## src/rtl/bcd_pkg.sv

```systemverilog
// Shared types and constant helpers for the sequential binary-to-BCD converter.
// Digit-count helpers serve both elaboration sizing checks and the output formatter.
package bcd_pkg;

    typedef enum logic [1:0] {
        IDLE  = 2'd0,
        SHIFT = 2'd1,
        DONE  = 2'd2
    } bcd_state_t;

    // Upper bound on DIGITS so the significant-digit helper can take a fixed-width vector.
    localparam int BCD_MAX_DIGITS = 32;

    // Smallest d with 10^d >= 2^width, i.e. enough digits for any width-bit magnitude.
    function automatic int bcd_min_digits(input int width);
        logic [255:0] limit;
        logic [255:0] pow10;
        int d;
        limit = 256'd1 << width;
        pow10 = 256'd1;
        d = 0;
        while (pow10 < limit) begin
            pow10 = pow10 * 256'd10;
            d++;
        end
        return d;
    endfunction

    function automatic int bcd_sig_digits(input logic [4*BCD_MAX_DIGITS-1:0] bcd,
                                          input int digits);
        int n;
        n = 1;
        for (int i = 0; i < BCD_MAX_DIGITS; i++) begin
            if (i < digits && bcd[4*i +: 4] != 4'd0) begin
                n = i + 1;
            end
        end
        return n;
    endfunction

endpackage

```

## src/rtl/bcd_dabble_stage.sv

```systemverilog
// One BCD digit of the double-dabble correction: a nibble of 5 or more gets +3
// so that the following left shift carries correctly into the next decimal digit.
module bcd_dabble_stage (
    input  logic [3:0] nibble,
    output logic [3:0] adjusted
);

    always_comb begin
        adjusted = nibble;
        if (nibble >= 4'd5) begin
            adjusted = nibble + 4'd3;
        end
    end

endmodule

```

## src/rtl/bin_to_bcd_seq.sv

```systemverilog
// Iterative binary-to-BCD converter, one input bit per clock, with valid/ready on both
// sides, optional two's-complement input and a count of significant digits.
module bin_to_bcd_seq #(
    parameter int BIN_W  = 24,
    parameter int DIGITS = 8,
    parameter bit SIGNED = 1'b0
) (
    input  logic                         clk,
    input  logic                         rst,
    input  logic                         in_valid,
    output logic                         in_ready,
    input  logic [BIN_W-1:0]             in_bin,
    output logic                         out_valid,
    input  logic                         out_ready,
    output logic [4*DIGITS-1:0]          out_bcd,
    output logic                         out_neg,
    output logic [$clog2(DIGITS+1)-1:0]  out_ndigits,
    output logic                         busy
);

    import bcd_pkg::*;

    localparam int ACC_W = 4 * DIGITS;
    localparam int NDW   = $clog2(DIGITS + 1);
    localparam int CNT_W = $clog2(BIN_W + 1);
    localparam int MAG_W = SIGNED ? BIN_W - 1 : BIN_W;

    if (BIN_W < 2) begin : g_bad_width
        $error("bin_to_bcd_seq: BIN_W must be at least 2");
    end
    if (DIGITS > BCD_MAX_DIGITS) begin : g_too_many_digits
        $error("bin_to_bcd_seq: DIGITS exceeds BCD_MAX_DIGITS");
    end
    if (DIGITS < bcd_min_digits(MAG_W)) begin : g_too_few_digits
        $error("bin_to_bcd_seq: DIGITS too small for the input magnitude range");
    end

    bcd_state_t                  state;
    logic [BIN_W-1:0]            sreg;
    logic [BIN_W-1:0]            magnitude;
    logic                        neg;
    logic                        neg_next;
    logic [CNT_W-1:0]            cnt;
    logic [ACC_W-1:0]            acc;
    logic [ACC_W-1:0]            adj;
    logic [ACC_W-1:0]            acc_next;
    logic [4*BCD_MAX_DIGITS-1:0] acc_pad;
    logic [NDW-1:0]              ndigits_next;
    logic                        unused_top;

    for (genvar i = 0; i < DIGITS; i++) begin : g_digit
        bcd_dabble_stage u_stage (
            .nibble   (acc[4*i +: 4]),
            .adjusted (adj[4*i +: 4])
        );
    end

    // Negating the most-negative value wraps to 2^(BIN_W-1), which is exactly the magnitude wanted.
    always_comb begin
        neg_next  = SIGNED && in_bin[BIN_W-1];
        magnitude = in_bin;
        if (neg_next) begin
            magnitude = ~in_bin + 1'b1;
        end
    end

    // The top adjusted bit can never be set for a correctly sized DIGITS, so it is dropped.
    always_comb begin
        acc_next   = {adj[ACC_W-2:0], sreg[BIN_W-1]};
        unused_top = adj[ACC_W-1];
        acc_pad    = '0;
        acc_pad[ACC_W-1:0] = acc_next;
        ndigits_next = NDW'(bcd_sig_digits(acc_pad, DIGITS));
    end

    always_ff @(posedge clk) begin
        if (rst) begin
            state       <= IDLE;
            sreg        <= '0;
            acc         <= '0;
            cnt         <= '0;
            neg         <= 1'b0;
            in_ready    <= 1'b1;
            busy        <= 1'b0;
            out_valid   <= 1'b0;
            out_bcd     <= '0;
            out_neg     <= 1'b0;
            out_ndigits <= NDW'(1);
        end else begin
            case (state)
                IDLE: begin
                    if (in_valid && in_ready) begin
                        state    <= SHIFT;
                        sreg     <= magnitude;
                        neg      <= neg_next;
                        acc      <= '0;
                        cnt      <= CNT_W'(BIN_W);
                        in_ready <= 1'b0;
                        busy     <= 1'b1;
                    end
                end
                SHIFT: begin
                    acc  <= acc_next;
                    sreg <= {sreg[BIN_W-2:0], 1'b0};
                    cnt  <= cnt - 1'b1;
                    if (cnt == CNT_W'(1)) begin
                        state       <= DONE;
                        out_valid   <= 1'b1;
                        out_bcd     <= acc_next;
                        out_neg     <= neg && (acc_next != '0);
                        out_ndigits <= ndigits_next;
                    end
                end
                DONE: begin
                    if (out_valid && out_ready) begin
                        state     <= IDLE;
                        out_valid <= 1'b0;
                        in_ready  <= 1'b1;
                        busy      <= 1'b0;
                    end
                end
                default: begin
                    state     <= IDLE;
                    out_valid <= 1'b0;
                    in_ready  <= 1'b1;
                    busy      <= 1'b0;
                end
            endcase
        end
    end

endmodule
```

## config.mk

```make
export PLATFORM = sky130hd
export DESIGN_NAME = bin_to_bcd_seq
export DESIGN_NICKNAME = d
export VERILOG_FILES = /design/src/rtl/bcd_pkg.sv /design/src/rtl/bcd_dabble_stage.sv /design/src/rtl/bin_to_bcd_seq.sv
export SDC_FILE = /design/constraint.sdc
export NUM_CORES = 1
export LEC_CHECK = 0
export ABC_CLOCK_PERIOD_IN_PS = 2800
export CAP_MARGIN = 20
export CORE_ASPECT_RATIO = 2
export CORE_UTILIZATION = 54
export CTS_BUF_LIST = sky130_fd_sc_hd__clkbuf_8 sky130_fd_sc_hd__clkbuf_16
export CTS_CLUSTER_DIAMETER = 50
export DETAILED_ROUTE_END_ITERATION = 8
export PLACE_DENSITY = 0.83
export RECOVER_POWER = 100
export SYNTH_ARGS = -nofsm -noshare
export SYNTH_HDL_FRONTEND = slang
export SYNTH_SLANG_ARGS = --single-unit
```

## constraint.sdc

```tcl
create_clock -name clk -period 2.8 [get_ports clk]
set_input_delay 0.56 -clock clk [delete_from_list [all_inputs] [get_ports clk]]
set_output_delay 0.56 -clock clk [all_outputs]
set_load 0.03 [all_outputs]
```

==> summary.txt, run 1 <==
Final net count -> 654
# port buffers -> 66
Routed Antenna Nets -> 0
Largest net degree at the start of global routing -> 55
Slew Limit Fails -> 0
Fin crit period -> 2.58 ns
Total track usage -> 26.4%
Critical path arrival -> 2.85 ns
Period utilization -> 92.0%
Maximum vdd drop -> 0.503 mV
Net Count, Synth -> 600
CTS Root Cell -> clkbuf_16
Core ar. -> 8290 sq um
Final WL -> 10.9 mm
Number of remaining DRC errors -> 0
Post CTS Setup Buffer Count -> 0
Warnings from Yosys -> 0
Cts bufs inserted -> 9
Die width -> 67.6 microns
Post-CTS Resized -> 0
Clock latency on the worst-skew pair -> 0.35 ns
CTS tree -> done
Worst setup SP type -> flop
Number of flops mapped to enable cells by yosys -> 0
Max H-tree Level -> 3
Area growth, synth to finish -> 21.2%
Simple-gate share of the synthesized area -> 22.3%
GRT Residual Overflow -> 0
CTS sink count -> 102
Die area -> 8990 sq um
Xor/xnor share of the synthesized area -> 1.89%
Top post-synthesis cells by area -> dfxtp_1 44%, nor2_1 7.1%, a21oi_1 5.3%, nand2_1 5.0%, ha_1 4.9%
Detailed Place HPWL -> 7.75 mm
Placed cell area -> 5380 sq um
CTS clk-pin slew, worst paths -> 0.07 ns
First-pass GRT wire length -> 18.3 mm
Asr flop ratio synth -> 0%
Primary FF master, synth -> dfxtp_1
Synth cell types -> 46
Synth area leader -> dfxtp_1
Mux share of post-synthesis cell area -> 2.16%
Wirelength per Cell -> 15.4 microns
Adder-cell share of the synthesized area -> 4.85%
Mapped Area -> 4640 sq um
Leak pwr -> 2.22 nW
CP required -> 3.08 ns
Initial antenna violation count -> 0
Via/cell ratio -> 5.95
Synth Area in Compound Gates -> 19.4%
Die H -> 133 microns
Design area -> 5620 sq um
Initial Util -> 56.0%
Sequential area share after synthesis -> 44.0%
CTS Hold Bufs -> 0
IO Pins -> 68
Clk_skew -> 0.00582 ns
Hold Fails Final Rpt -> 0
Router iterations before antenna repair -> 6
Post-synthesis register bit count -> 102
CP max FO -> 31
Routability-driven placement congestion ratio -> 0.880
Initial drt markers -> 338
Fraction of layout cells with a size suffix above 1 -> 5.71%
Synth Area per Inst -> 8.38 sq um
Slew HR -> 35.7%
Final Setup Violations -> 0
Ant diodes -> 0
HP Class -> flop to flop
Area share of the largest cell type after synthesis -> 44.0%
Max-Cap Viols -> 0
Largest family of logic cells by synthesized area -> simple AND/OR/NAND/NOR gates
Status -> finished clean
RSZ-0062 raised after global routing -> false
Setup TNS Final -> 0 ns
Post-Synthesis Cells -> 554
CP endpoint kind -> flop
Longest Clk Path Bufs -> 2
Number of global-route vias before repair -> 4,076
P per Cell Area -> 566 nW/um^2
FMAX -> 0.388 GHz
Slew @ Worst Pin -> 0.964 ns
Vias -> 4,234
Site Rows -> 47
Kind of critical path -> flop to flop
==> report_power, final <==
part / leakage (nW) / internal (W) / switching [W] / total (W)
logic: 1.24 / 0.000150 / 0.000230 / 0.000379
clock network: 0.154 / 0.000715 / 0.000542 / 0.00126
registers: 0.827 / 0.00151 / 0.0000404 / 0.00155
==> critical path, stage by stage, from the launching register on <==
cell      delay (ns)
dfxtp_1         0.32
inv_1           0.08
ha_1            0.16
or4b_1          0.50
nor2_1          0.43
clkbuf_2        0.62
nand2_1         0.20
a21oi_1         0.19
==> logic make-up (layout without fill, tap and decap cells) <==
kind of cell | Yosys count | count (layout)
AND/OR/NAND/NOR | 224 | 224
AO/OA/AOI/OAI | 133 | 133
flip-flops | 102 | 102
buffers and inverters | 56 | 115
adder cells (fa/ha/maj) | 18 | 18
XOR/XNOR | 10 | 10
multiplexers | 10 | 10
other | 1 | 1
==> final timing paths <==
check                            from                       end  depth (start not counted)  slack (ns)
min          out_bcd[28]$_SDFFE_PP0P_  out_bcd[28]$_SDFFE_PP0P_                          2        0.45
max               cnt[1]$_SDFFE_PP0P_   out_bcd[1]$_SDFFE_PP0P_                          7        0.22
min reg2reg  out_bcd[28]$_SDFFE_PP0P_  out_bcd[28]$_SDFFE_PP0P_                          2        0.45
max reg2reg       cnt[1]$_SDFFE_PP0P_   out_bcd[1]$_SDFFE_PP0P_                          7        0.22
==> synthesized netlist by cell type, drive strengths merged (3+ instances only) <==
master,instances
nand3,10
nor2,89
ha,18
a211oi,6
o21ai,25
xnor2,8
a222oi,22
and2,3
nand2b,13
and3,3
a21oi,50
nand2,62
nor3,20
inv,21
buf,8
mux2i,10
nor3b,7
nor4,5
a22oi,23
dfxtp,102
clkbuf,27
==> cell type report <==
cell class | count | area, sq um
timing repair buffer | 78 | 752
fill | 657 | 2670
tap | 98 | 123
clock inverter | 6 | 61.3
inverter | 21 | 78.8
sequential | 102 | 2040
multi-input combinational | 396 | 2330
clock buffer | 10 | 239
==> flip-flops by register name (all words and copies together), names as in the netlist <==
signal and count:
in_ready 1, state 2, out_ndigits 4, cnt 5, out_valid 1, acc 32, sreg 24, out_bcd 32
busy 1
==> metal layers <==
layer / part of all wire (%) / global-route usage (%) / vias to the layer above
li1: - / - / 2054
met1: 38 / 29.2 / 2023
met2: 55 / 45.1 / 132
met3: 4.3 / 5.74 / 25
met4: 3.2 / 13.6 / 0
met5: 0 / 0 / -
==> per-stage QoR <==
| step | worst slack (ns) | cells | power (W) | hold slack [ns] | util (%) |
|---|---|---|---|---|---|
| floorplan | 0.829 | 554 | 0.00183 | 0.445 | - |
| global route | 0.124 | 711 | 0.00329 | 0.481 | 67.8 |
| global placement | 0.516 | 695 | 0.00196 | 0.444 | 64.9 |
| finish | 0.224 | 711 | 0.00318 | 0.454 | 67.8 |
| CTS | 0.457 | 711 | 0.00322 | 0.460 | 68.5 |
| detailed placement | 0.448 | 695 | 0.00197 | 0.450 | 64.9 |
==> cell usage in the layout (no fill, tap or decap), types with 3 or more instances in the layout <==
cell type        Yosys  final
clkdlybuf4s50_1      0     25
buf_4                2      9
xnor2_1              8      8
ha_1                18     18
mux2i_1             10     10
a21oi_1             49     49
and3_1               3      3
nor3b_1              7      7
dlygate4sd3_1        0     40
nand2b_1            13     13
nor4_1               5      5
nand3_1             10     10
o21ai_0             25     25
inv_1               21     22
a211oi_1             6      6
a222oi_1            22     22
nor3_1              19     20
dfxtp_1            102    102
nor2_1              88     89
clkbuf_16            0      9
a22oi_1             23     23
nand2_1             62     62
(Power assumes the default switching activity.)
==> run 2, diff against run 1 <==
--- a/config.mk
+++ b/config.mk
@@ -10,7 +10,6 @@
 export CORE_ASPECT_RATIO = 2
 export CORE_UTILIZATION = 54
 export CTS_BUF_LIST = sky130_fd_sc_hd__clkbuf_8 sky130_fd_sc_hd__clkbuf_16
-export CTS_CLUSTER_DIAMETER = 50
 export DETAILED_ROUTE_END_ITERATION = 8
 export PLACE_DENSITY = 0.83
 export RECOVER_POWER = 100
==> results of run 2 <==
No change in the layout: final DEF, timing and power equal those of run 1.
